## src/rtl/ftdi_fifo_responder.sv

```systemverilog
// Device-side model of an FTDI 245-style parallel FIFO port: RX/TX byte FIFOs behind rd/wr strobes.
// Optional build macro FTDI_ECHO_EN: every wr byte loops back into the RX buffer and no TX buffer exists.
module ftdi_fifo_responder #(
  parameter int DEPTH     = 16,
  parameter int RD_LAT    = 2,
  parameter int PRECHARGE = 2
) (
  input  logic       clock,
  input  logic       reset,
  input  logic       rd,
  input  logic       wr,
  input  logic [7:0] adbus_in,
  output logic       rxf,
  output logic       txe,
  output logic [7:0] adbus_out,
  output logic       adbus_oe,
  input  logic [7:0] host_din,
  input  logic       host_din_valid,
  output logic       host_din_ready,
  output logic [7:0] host_dout,
  output logic       host_dout_valid,
  input  logic       host_dout_ready,
  output logic       proto_err
);
  localparam int         AW       = $clog2(DEPTH);
  localparam int         PW       = AW + 1;
  localparam logic [2:0] RD_LOAD  = 3'(RD_LAT - 1);
  localparam logic [2:0] PRE_LOAD = 3'(PRECHARGE - 1);

  typedef enum logic [1:0] {R_IDLE, R_WAIT, R_DRIVE, R_PRE} r_state_t;
  typedef enum logic [1:0] {W_IDLE, W_ACTIVE, W_PRE} w_state_t;

  function automatic logic is_full(input logic [AW:0] wp, input logic [AW:0] rp);
    return (wp[AW] != rp[AW]) && (wp[AW-1:0] == rp[AW-1:0]);
  endfunction

  // Bits [1:0] form the synchronizer; bit 2 is the delayed copy used for edge detection.
  logic [2:0] rd_sync, wr_sync;
  logic [7:0] adbus_in_q;
  logic       rd_fall, rd_rise, wr_fall, wr_rise, both_low;

  always_ff @(posedge clock or posedge reset) begin
    if (reset) begin
      rd_sync    <= 3'b111;
      wr_sync    <= 3'b111;
      adbus_in_q <= '0;
    end else begin
      // NOTE: state is always updated with <= so every flop samples pre-edge values.
      rd_sync    <= {rd_sync[1:0], rd};
      wr_sync    <= {wr_sync[1:0], wr};
      adbus_in_q <= adbus_in;
    end
  end

  assign rd_fall  = rd_sync[2] & ~rd_sync[1];
  assign rd_rise  = ~rd_sync[2] & rd_sync[1];
  assign wr_fall  = wr_sync[2] & ~wr_sync[1];
  assign wr_rise  = ~wr_sync[2] & wr_sync[1];
  assign both_low = ~rd_sync[1] & ~wr_sync[1];

  // RX buffer (host -> FPGA)
  logic [7:0]  rx_mem [DEPTH];
  logic [AW:0] rx_wp, rx_rp, rx_wp_nx, rx_rp_nx;
  logic        rx_push, rx_pop, rx_full, rx_empty_nx, rx_full_nx, host_push;
  logic [7:0]  rx_wdata;

  assign host_push   = host_din_valid && host_din_ready;
  assign rx_full     = is_full(rx_wp, rx_rp);
  assign rx_wp_nx    = rx_wp + PW'(rx_push);
  assign rx_rp_nx    = rx_rp + PW'(rx_pop);
  assign rx_empty_nx = (rx_wp_nx == rx_rp_nx);
  assign rx_full_nx  = is_full(rx_wp_nx, rx_rp_nx);

  // NOTE: storage arrays carry no reset; the pointers alone define what is valid.
  always_ff @(posedge clock) begin
    if (rx_push) rx_mem[rx_wp[AW-1:0]] <= rx_wdata;
  end

  // Read and write FSMs
  r_state_t   r_state, r_nx;
  w_state_t   w_state, w_nx;
  logic [2:0] r_cnt, r_cnt_nx, w_cnt, w_cnt_nx;
  logic       oe_nx, r_err, w_err, w_push, tgt_full_nx;
  logic [7:0] out_nx;

  always_comb begin
    // NOTE: every output of this block gets a default first, so no path can infer a latch.
    r_nx     = r_state;
    r_cnt_nx = r_cnt;
    oe_nx    = adbus_oe;
    out_nx   = adbus_out;
    rx_pop   = 1'b0;
    r_err    = 1'b0;
    unique case (r_state)
      R_IDLE:
        if (rd_fall) begin
          if (!rxf) begin
            r_nx     = R_WAIT;
            r_cnt_nx = RD_LOAD;
          end else begin
            r_err = 1'b1;
          end
        end
      R_WAIT:
        if (rd_rise) begin
          rx_pop   = 1'b1;
          r_err    = 1'b1;
          r_nx     = R_PRE;
          r_cnt_nx = PRE_LOAD;
        end else if (r_cnt == 3'd0) begin
          oe_nx  = 1'b1;
          out_nx = rx_mem[rx_rp[AW-1:0]];
          r_nx   = R_DRIVE;
        end else begin
          r_cnt_nx = r_cnt - 3'd1;
        end
      R_DRIVE:
        if (rd_rise) begin
          rx_pop   = 1'b1;
          oe_nx    = 1'b0;
          r_nx     = R_PRE;
          r_cnt_nx = PRE_LOAD;
        end
      R_PRE:
        if (r_cnt == 3'd0) r_nx = R_IDLE;
        else               r_cnt_nx = r_cnt - 3'd1;
      default: r_nx = R_IDLE;
    endcase
  end

  always_comb begin
    w_nx     = w_state;
    w_cnt_nx = w_cnt;
    w_push   = 1'b0;
    w_err    = 1'b0;
    unique case (w_state)
      W_IDLE:
        if (wr_fall) begin
          if (!txe) w_nx  = W_ACTIVE;
          else      w_err = 1'b1;
        end
      W_ACTIVE:
        if (wr_rise) begin
          w_push   = 1'b1;
          w_nx     = W_PRE;
          w_cnt_nx = PRE_LOAD;
        end
      W_PRE:
        if (w_cnt == 3'd0) w_nx = W_IDLE;
        else               w_cnt_nx = w_cnt - 3'd1;
      default: w_nx = W_IDLE;
    endcase
  end

`ifdef FTDI_ECHO_EN
  // Echoed bytes wait in a one-entry holding register; host pushes win the RX write port.
  logic       echo_pend, echo_pend_nx, echo_go, unused_dout_ready;
  logic [7:0] echo_data;

  assign echo_go           = echo_pend && !host_push && !rx_full;
  assign echo_pend_nx      = (echo_pend && !echo_go) || w_push;
  assign rx_push           = host_push || echo_go;
  assign rx_wdata          = host_push ? host_din : echo_data;
  assign tgt_full_nx       = rx_full_nx || echo_pend_nx;
  assign host_dout         = 8'h00;
  assign host_dout_valid   = 1'b0;
  assign unused_dout_ready = host_dout_ready;

  always_ff @(posedge clock or posedge reset) begin
    if (reset) begin
      echo_pend <= 1'b0;
      echo_data <= '0;
    end else begin
      echo_pend <= echo_pend_nx;
      if (w_push) echo_data <= adbus_in_q;
    end
  end
`else
  // TX buffer (FPGA -> host); host_dout is registered from the next-state head.
  logic [7:0]  tx_mem [DEPTH];
  logic [AW:0] tx_wp, tx_rp, tx_wp_nx, tx_rp_nx;
  logic        tx_pop;
  logic [7:0]  tx_head_nx;

  assign rx_push     = host_push;
  assign rx_wdata    = host_din;
  assign tx_pop      = host_dout_valid && host_dout_ready;
  assign tx_wp_nx    = tx_wp + PW'(w_push);
  assign tx_rp_nx    = tx_rp + PW'(tx_pop);
  assign tgt_full_nx = is_full(tx_wp_nx, tx_rp_nx);
  assign tx_head_nx  = (w_push && (tx_rp_nx[AW-1:0] == tx_wp[AW-1:0])) ? adbus_in_q
                                                                       : tx_mem[tx_rp_nx[AW-1:0]];

  always_ff @(posedge clock) begin
    if (w_push) tx_mem[tx_wp[AW-1:0]] <= adbus_in_q;
  end

  always_ff @(posedge clock or posedge reset) begin
    if (reset) begin
      tx_wp           <= '0;
      tx_rp           <= '0;
      host_dout       <= '0;
      host_dout_valid <= 1'b0;
    end else begin
      tx_wp           <= tx_wp_nx;
      tx_rp           <= tx_rp_nx;
      host_dout       <= tx_head_nx;
      host_dout_valid <= (tx_wp_nx != tx_rp_nx);
    end
  end
`endif

  always_ff @(posedge clock or posedge reset) begin
    if (reset) begin
      r_state        <= R_IDLE;
      w_state        <= W_IDLE;
      r_cnt          <= '0;
      w_cnt          <= '0;
      rx_wp          <= '0;
      rx_rp          <= '0;
      rxf            <= 1'b1;
      txe            <= 1'b1;
      adbus_oe       <= 1'b0;
      adbus_out      <= '0;
      proto_err      <= 1'b0;
      host_din_ready <= 1'b0;
    end else begin
      r_state        <= r_nx;
      w_state        <= w_nx;
      r_cnt          <= r_cnt_nx;
      w_cnt          <= w_cnt_nx;
      rx_wp          <= rx_wp_nx;
      rx_rp          <= rx_rp_nx;
      rxf            <= (r_nx == R_IDLE) ? rx_empty_nx : (r_nx == R_PRE);
      txe            <= (w_nx == W_IDLE) ? tgt_full_nx : (w_nx == W_PRE);
      adbus_oe       <= oe_nx;
      adbus_out      <= out_nx;
      proto_err      <= proto_err | r_err | w_err | both_low;
      host_din_ready <= !rx_full_nx;
    end
  end
endmodule

```

## config.mk

```make
export PLATFORM = sky130hd
export DESIGN_NAME = ftdi_fifo_responder
export DESIGN_NICKNAME = d
export VERILOG_FILES = /design/src/rtl/ftdi_fifo_responder.sv
export SDC_FILE = /design/constraint.sdc
export NUM_CORES = 1
export LEC_CHECK = 0
export BUFFER_PORTS_ARGS = -buffer_cell sky130_fd_sc_hd__buf_2
export CORE_MARGIN = 2
export CORE_UTILIZATION = 60
export CTS_CLUSTER_SIZE = 14
export DETAILED_ROUTE_END_ITERATION = 8
export GPL_TIMING_DRIVEN = 0
export PLACE_DENSITY = 0.75
export SLEW_MARGIN = 20
export SYNTH_ARGS = -nofsm -noshare
export SYNTH_HDL_FRONTEND = slang
export SYNTH_SLANG_ARGS = --single-unit
```

## constraint.sdc

```tcl
create_clock -name clock -period 3.5 [get_ports clock]
set_input_delay 0.7 -clock clock [delete_from_list [all_inputs] [get_ports clock]]
set_output_delay 0.7 -clock clock [all_outputs]
set_load 0.03 [all_outputs]
```

==> impl_metrics.py <==
metrics = {
    "detailed_routing": {
        "routed_wl_mm": 25.55,
        "vias": 6600,
        "drtIter0Drc": 518,
        "dr.pass1.iters": 5,
        "ant_nets": 0,
        "drc": 0,
        "wl_per_cell_um": 23.44,
        "avgViaCountPerCell": 6.055,
    },
    "clocking": {
        "clock_sinks": 322,
        "cts_tree": "built",
        "clock_latency_ps": 560,
        "clk_pin_slew_ps": 60,
        "htreeDepth": 1,
        "cts_resized": 0,
        "postCtsSetupBuffers": 0,
        "numCtsBuffers": 31,
        "cts-root-buf": "clkbuf_16",
        "hold_buffers": 0,
        "cts_buffer_depth": 3,
    },
    "setup_path": {
        "worst-path-buf-inv": 3,
        "startpoint_type": "flip-flop",
        "path_common_cell": "buf_2",
        "arrival_ps": 3510,
        "crit_required_ps": 3950,
        "crit_path_top_delay_cell": "mux4_2",
        "max_stage_delay_ps": 420,
        "crit_family": "multiplexers",
        "cp_max_fo": 10,
        "crit_chain": "and2_1 -> ha_1 -> ha_1 -> buf_2 -> buf_2 -> buf_2 -> mux4_2 -> mux2i_1 -> a21oi_1 -> mux2_2",
        "crit_type": "reg2reg",
        "worst_setup_path_end_kind": "flip-flop",
    },
    "logic_synthesis": {
        "postSynthCellCount": 713,
        "synthFlopType": "edfxtp_1",
        "synth_edf_count": 256,
        "synth_top_area_frac": 0.5936,
        "ys_top_cells_by_area": "edfxtp_1 (59%), dfrtp_1 (11%), mux4_2 (7.3%)",
        "syn_area_um2": 12950,
        "synth_cell_type_count": 52,
        "avgSynthCellArea_um2": 18.16,
        "ys_ff_latch": 322,
        "yosysMostFrequentCell": "edfxtp_1",
        "ys_seq_area_frac": 0.7219,
        "synth_common_cells": "edfxtp_1 (256), dfrtp_1 (58), mux4_2 (42)",
        "yosysTopAreaCell": "edfxtp_1",
        "syn-num-nets": 751,
        "async_flop_share": 0.2050,
        "yosys_warnings": 0,
    },
    "sta": {
        "slew-limit-headroom": 0.3490,
        "timing.final.crit_share": 0.8756,
        "drv_slew": 0,
        "fin_skew_ps": 14.01,
        "grt_setup_unrepaired": "false",
        "timing.hold.ws_ps": 91.82,
        "period_needed_ps": 3065,
        "fmax_mhz": 326.3,
        "max_slew.worst_pin.slew_ps": 972.9,
        "hold_viol": 0,
        "setup_viol": 0,
        "setup_tns_ps": 0,
        "setup_slack_ps": 435.4,
    },
    "final_layout": {
        "finalInstanceArea_um2": 14620,
        "final_nets": 828,
        "finalNonFillerCells": 1090,
        "drive_gt1_frac": 0.2442,
        "utilization": 0.6932,
        "antenna_cells": 0,
        "areaGrowthSynthToFinish_pct": 12.88,
    },
    "min_path": {
        "worstHoldPathType": "in2async",
    },
    "place": {
        "portBuffers": 43,
        "hpwl_mm": 16.65,
        "gp_congestion": 0.8326,
        "preCtsSetupSlack_ps": 11.09,
        "placed_cell_area_um2": 13580,
        "dp.cells": 1032,
    },
    "power_and_ir_drop": {
        "ir_worst_vdd_mv": 0.5421,
        "static-leakage-power_nw": 5.159,
        "power_density_nw_per_um2": 877.4,
        "finalPower_mw": 12.83,
    },
    "die": {
        "die_height_um": 150.9,
        "io_pins": 44,
        "initial_utilization": 0.6142,
        "die_w_um": 150.9,
        "dieArea_um2": 22780,
        "core_um2": 21090,
        "rows": 53,
    },
    "grt": {
        "grt_max_degree": 48,
        "track_usage": 0.2364,
        "grt_pass1_vias": 6773,
        "grt_first_pass_wirelength_mm": 39.69,
        "grt_overflow": 0,
        "antenna_found_initial": 0,
    },
    "run_status": {
        "status": "completed",
    },
    "job": {
        "max-cap-violations": 0,
    },
}
-- layout by cell type, fill, tap and decap left out, drive strengths merged, types with 17 or more instances in the layout --
cell type / instances
a21oi: 24
buf: 62
clkbuf: 55
dfrtp: 58
edfxtp: 256
inv: 21
mux2: 30
mux2i: 24
mux4: 50
nor2: 35
nor3: 17
o21ai: 17
xor2: 21
-- cell type report --
type | count | area, um2
multi-input combinational | 341 | 3373
clock inverter | 15 | 187.7
clock buffer | 43 | 850.8
tap | 275 | 344.1
inverter | 20 | 77.57
timing repair buffer | 44 | 242.7
sequential | 322 | 9349
fill | 1324 | 6469
buffer | 30 | 193.9
-- metal layers --
layer	track usage	share of wire	vias to the layer above
li1	-	-	2955
met1	0.3187	0.40	3376
met2	0.4182	0.53	226
met3	0.02952	0.058	43
met4	0.05467	0.019	0
met5	0	0	-
-- power breakdown --
part,switching [mW],internal (mW),total [mW]
logic,2.56,2.03,4.59
clock network,1.35,1.99,3.34
registers,0.268,4.63,4.90
total,4.17,8.65,12.8
-- worst paths after layout --
path	slack [ps]	to	cells past startpoint	start
worst max-delay path	440	host_dout[3]$_DFF_PP0_	10	host_dout_valid$_DFF_PP0_
worst min-delay path	90	host_dout[6]$_DFF_PP0_	2	reset
worst max register to register	440	host_dout[3]$_DFF_PP0_	10	host_dout_valid$_DFF_PP0_
worst min register to register	360	rd_sync[1]$_DFF_PP1_	0	rd_sync[0]$_DFF_PP1_
max in group asynchronous	2820	rd_sync[0]$_DFF_PP1_	3	reset
min in group clock	240	adbus_in_q[6]$_DFF_PP0_	1	adbus_in[6]
-- state kept, by name (all words and copies together) (netlist names), 2 cells and up --
signal and count:
adbus_out 8, host_dout 8, tx_wp 5, tx_mem 128, rx_rp 5, rx_mem 128
r_cnt 3, wr_sync 3, rx_wp 5, r_state 2, adbus_in_q 8, rd_sync 3
w_cnt 3, w_state 2, tx_rp 5
-- kinds of logic (layout without fill, tap and decap cells) --
| logic type | Yosys count | after routing | synth area share |
|---|---|---|---|
| AND/OR/NAND/NOR | 114 | 114 | 0.04753 |
| AO/OA/AOI/OAI | 81 | 81 | 0.04145 |
| adder cells (fa/ha/maj) | 16 | 16 | 0.01546 |
| multiplexers | 104 | 104 | 0.1339 |
| XOR/XNOR | 26 | 26 | 0.01903 |
| flip-flops | 322 | 322 | 0.7219 |
| buffers and inverters | 50 | 152 | 0.02077 |
(Power assumes the default switching activity.)
